[config.mk]
export PLATFORM = sky130hd
export DESIGN_NAME = two_ask_demod
export DESIGN_NICKNAME = d
export VERILOG_FILES = /design/src/rtl/two_ask_demod.sv
export SDC_FILE = /design/constraint.sdc
export NUM_CORES = 1
export LEC_CHECK = 0
export ABC_AREA = 1
export CORE_MARGIN = 3
export CORE_UTILIZATION = 50
export CTS_CLUSTER_SIZE = 24
export DETAILED_ROUTE_END_ITERATION = 12
export PLACE_DENSITY_LB_ADDON = 0.3
export SLEW_MARGIN = 20
export SYNTH_ARGS = -nofsm -noshare
export SYNTH_HDL_FRONTEND = slang
export SYNTH_SLANG_ARGS = --single-unit
[constraint.sdc]
create_clock -name clk -period 2.64 [get_ports clk]
set_input_delay 0.264 -clock clk [delete_from_list [all_inputs] [get_ports clk]]
set_output_delay 0.264 -clock clk [all_outputs]
set_load 0.02 [all_outputs]
[src/rtl/two_ask_demod.sv]
// Non-coherent 2ASK demodulator: counts carrier rising edges over fixed symbol
// windows aligned to the first edge after idle, one decision per window.
module two_ask_demod #(
    parameter int SYM_LEN   = 16,
    parameter int THRESH    = 2,
    parameter int MAX_ZEROS = 4
) (
    input  logic clk,
    input  logic reset,
    input  logic y,
    output logic bit_out,
    output logic bit_valid,
    output logic in_frame,
    output logic carrier_lost
);
    typedef enum logic {IDLE, TRACK} state_t;

    localparam logic [7:0] SYM_LAST = 8'(SYM_LEN - 1);
    localparam logic [8:0] THR      = 9'(THRESH);
    localparam logic [8:0] ZMAX     = 9'(MAX_ZEROS);

    state_t     state_q, state_d;
    logic       y_q, y_q2;
    logic [7:0] sym_cnt_q, sym_cnt_d;
    logic [7:0] edge_cnt_q, edge_cnt_d;
    logic [7:0] zero_run_q, zero_run_d;
    logic       bit_out_q, bit_out_d;
    logic       bit_valid_q, bit_valid_d;
    logic       carrier_lost_q, carrier_lost_d;

    logic       rise;
    logic       last;
    logic [8:0] edge_sum;
    logic       dec;
    logic       zero_hit;

    assign rise     = y_q & ~y_q2;
    assign last     = (sym_cnt_q == SYM_LAST);
    // The current cycle's edge still belongs to the closing window.
    assign edge_sum = {1'b0, edge_cnt_q} + {8'd0, rise};
    assign dec      = (edge_sum >= THR);
    assign zero_hit = !dec && (({1'b0, zero_run_q} + 9'd1) == ZMAX);

    always_ff @(posedge clk or negedge reset) begin
        if (!reset) begin
            state_q        <= IDLE;
            y_q            <= 1'b0;
            y_q2           <= 1'b0;
            sym_cnt_q      <= 8'd0;
            edge_cnt_q     <= 8'd0;
            zero_run_q     <= 8'd0;
            bit_out_q      <= 1'b0;
            bit_valid_q    <= 1'b0;
            carrier_lost_q <= 1'b0;
        end else begin
            state_q        <= state_d;
            y_q            <= y;
            y_q2           <= y_q;
            sym_cnt_q      <= sym_cnt_d;
            edge_cnt_q     <= edge_cnt_d;
            zero_run_q     <= zero_run_d;
            bit_out_q      <= bit_out_d;
            bit_valid_q    <= bit_valid_d;
            carrier_lost_q <= carrier_lost_d;
        end
    end

    always_comb begin
        state_d = state_q;
        case (state_q)
            IDLE:    if (rise) state_d = TRACK;
            TRACK:   if (last && zero_hit) state_d = IDLE;
            default: state_d = IDLE;
        endcase
    end

    always_comb begin
        sym_cnt_d      = sym_cnt_q;
        edge_cnt_d     = edge_cnt_q;
        zero_run_d     = zero_run_q;
        bit_out_d      = bit_out_q;
        bit_valid_d    = 1'b0;
        carrier_lost_d = 1'b0;
        case (state_q)
            IDLE: begin
                sym_cnt_d  = 8'd0;
                edge_cnt_d = 8'd0;
                zero_run_d = 8'd0;
                if (rise) begin
                    sym_cnt_d  = 8'd1;
                    edge_cnt_d = 8'd1;
                end
            end
            TRACK: begin
                if (last) begin
                    sym_cnt_d   = 8'd0;
                    edge_cnt_d  = 8'd0;
                    bit_out_d   = dec;
                    bit_valid_d = 1'b1;
                    if (dec) begin
                        zero_run_d = 8'd0;
                    end else if (zero_hit) begin
                        zero_run_d     = 8'd0;
                        carrier_lost_d = 1'b1;
                    end else begin
                        zero_run_d = zero_run_q + 8'd1;
                    end
                end else begin
                    sym_cnt_d  = sym_cnt_q + 8'd1;
                    edge_cnt_d = (edge_cnt_q == 8'hFF) ? edge_cnt_q
                                                       : edge_cnt_q + {7'd0, rise};
                end
            end
            default: ;
        endcase
    end

    assign bit_out      = bit_out_q;
    assign bit_valid    = bit_valid_q;
    assign in_frame     = (state_q == TRACK);
    assign carrier_lost = carrier_lost_q;

endmodule

==> metrics.md <==
| Metric | Value |
|---|---|
| Crit path max fanout | `4` |
| Final Hold Vio Count | `0` |
| Clock Tree Buf Depth | `2` |
| # diodes | `0` |
| Most frequent CP cell | `nand2_1` |
| TritonCTS clock tree | `built` |
| Fillers | `just under 300` |
| DRT Pass-1 Iters | `4` |
| Commonest non-fill, non-tap cells in the layout | `nand2_1, inv_1, dfrtp_1` |
| Crit path time final | `slightly above 2000 ps` |
| Static leakage | `0.972 nW` |
| Hold buffer count at CTS | `0` |
| Critical path type | `flop to flop` |
| Max-slew violation count | `0` |
| Worst EP required | `2850 ps` |
| Max incr delay on CP | `340 ps` |
| Largest family of logic cells by synthesized area | `simple AND/OR/NAND/NOR gates` |
| Post-cts gate resize count | `0` |
| Synth Area in XOR/XNOR | `1.60%` |
| Total negative setup slack | `0 ps` |
| CTS buffer count | `5` |
| Crit-path slowest cell | `dfrtp_1` |
| Largest net degree at the start of global routing | `31` |
| WP data arrival | `2240 ps` |
| Fmax | `0.492 GHz` |
| Layout Cells excl Fill | `roughly 270` |
| GRT Total Usage | `16.6%` |
| Fraction of synthesized area in multiplexers | `0%` |
| Vias in the first global route | `1185` |
| First-pass GRT wire length | `5200 um` |
| Synth cell types | `29` |
| DP Cell Count | `262` |
| Syn_area_per_cell | `a little under 8 um2` |
| HPWL after DPL | `2260 um` |
| Minimum hold slack | `between 300 and 400 ps` |
| FF+latch count, synth | `30` |
| CP startpoint kind | `flop` |
| Synth warn | `0` |
| Die ar. | `4000 um2` |
| # Post-CTS Setup Buffers | `0` |
| RSZ-0062 raised after global routing | `no` |
| Remaining DRCs | `0` |
| IO Count | `7` |
| Register area share after synthesis | `45.8%` |
| Grt ovf | `0` |
| Syn_nets | `between 200 and 250` |
| Relative slew margins | `74.7%` |
| Vias per cell | `4.92` |
| Commonest non-fill, non-tap cell in the layout | `nand2_1` |
| Via count | `1324` |
| Final critical-path share of the clock period | `77.0%` |
| Multi-input logic area | `748 um2` |
| Run status | `complete, no violations` |
| Initial Util | `53.2%` |
| Synth Area in Adders | `around 3.1%` |
| Worst vdd ir | `~0.55 mV` |
| Clock tree sinks | `30` |
| # port buffers | `6` |
| Antenna violations before repair | `0` |
| Worst Tran Pin Value | `about 380 ps` |
| Clk pin slew, worst setup/hold paths | `90 ps` |
| Worst-Skew Late Latency | `310 ps` |
| Final setup fails | `0` |
| Die height | `63.2 um` |
| Max-cap violations | `0` |
| Die width | `63.2 um` |
| H-tree Lvls | `2` |
| Final WL | `2980 um` |
| # rows | `20` |
| Synth Area in Compound Gates | `4.66%` |
| Share of layout cells above drive strength 1 | `between 8 and 9%` |
| Final Wtd Congestion | `0.915` |
| Post-synthesis simple-gate area fraction | `approximately 36%` |
| Sequential cell area | `751 um2` |
| Hold Path Class | `input port to asynchronous set/reset pin` |
| Synth Cell Area | `1640 um2` |
| Clock tree root buffer cell | `clkbuf_4` |
| Nets | `232` |
| Crit. End Element | `flop` |
| Core area | `roughly 3100 um2` |
| Iter 0 DRT Violations | `60` |
| Post-route ant nets | `0` |
| DR WL/cell | `11.1 um` |
| Pwr Density | `718 nW/um2` |
| P&R area growth vs syn | `10.2%` |
| Mapped Cells | `211` |
| Fin Clk Skew | `7.29 ps` |
| Crit path cell chain | `inv_1 -> nor2_1 -> ha_1 -> ha_1 -> nand2_1 -> nor2_1 -> nand3_1 -> nand2_1 -> nand2_1 -> nand3b_4 -> nor2_4 -> nor2_2` |
## flip-flops by register name, indices dropped and copies added (netlist names)
name and count:
sym_cnt_q 8, zero_run_q 8, in_frame 1, y_q2 1, bit_out 1, carrier_lost 1
edge_cnt_q 8, y_q 1, bit_valid 1
## critical path: cells and delay by family, from the launching register on
family / cells / cell delay, ps
flip-flops: 1 / 340
AND/OR/NAND/NOR: 9 / 1090
adder cells (fa/ha/maj): 2 / 460
buffers and inverters: 1 / 40
## metal layers
metal  vias to the layer above  routed length, um  GRT usage [%]
li1                        690                  -              -
met1                       611               1440           21.6
met2                        18               1390           26.6
met3                         5                109           3.74
met4                         0                 38           7.28
met5                         -                  0              0
## metrics by stage
step	util (%)	setup WS [ps]	total power, mW	cell area, um2
floorplan	-	877	0.963	1640
global placement	57.2	705	1.06	1760
detailed placement	57.2	615	1.07	1760
CTS	58.7	602	1.31	1810
global route	58.7	369	1.41	1810
finish	58.7	608	1.30	1810
## where the power goes
part           switching (mW)  internal (mW)
registers               0.106          0.574
clock network           0.137          0.100
logic                   0.223          0.156
## Yosys cell counts
cell,count,area (um2)
nand3b_1,2,15.0
inv_1,32,120
nor2_2,2,12.5
nor3_4,1,16.3
o21a_1,1,7.51
o211ai_1,1,7.51
buf_4,1,7.51
nand3_1,9,45.0
nor2_4,2,22.5
o21ai_0,4,20.0
nand3_4,1,17.5
nand2_2,1,6.26
nor4_1,1,6.26
inv_2,3,11.3
xor2_1,3,26.3
a21oi_1,4,20.0
nand2_1,67,251
nor2_1,23,86.3
dfrtp_1,30,751
and3_1,1,6.26
nand3_2,1,10.0
nor3_1,2,10.0
nor3b_1,1,7.51
ha_1,4,50.1
o21bai_1,1,7.51
o21ai_1,1,5.00
o21ai_2,1,8.76
nand4_1,10,62.6
nand3b_4,1,20.0
## cell type report
cell class	instances	share of cell area [%]
Inverter	35	7.28
Multi-Input combinational cell	145	41.4
Clock buffer	7	2.49
Tap cell	44	3.05
Sequential cell	30	41.6
Timing Repair Buffer	8	4.16
## logic make-up (layout without fill, tap and decap cells)
family	count (synthesis)	count (layout)
fa+ha+maj	4	4
compound gates	13	13
buf+inv	36	50
flops	30	30
simple gates	125	125
xor+xnor	3	3
## worst paths after layout
check / startpoint / end / slack, ps / cells after the start
hold / removal: reset / edge_cnt_q[5] / 330 / 2
hold reg to reg: y_q / y_q2 / 380 / 0
setup reg to reg: y_q / in_frame / 610 / 12
setup / recovery: y_q / in_frame / 610 / 12
min in group clk: y_q / y_q2 / 380 / 0
max in group asynchronous: reset / sym_cnt_q[5] / 2030 / 2
No activity file was read; power rests on OpenSTA's default activity.
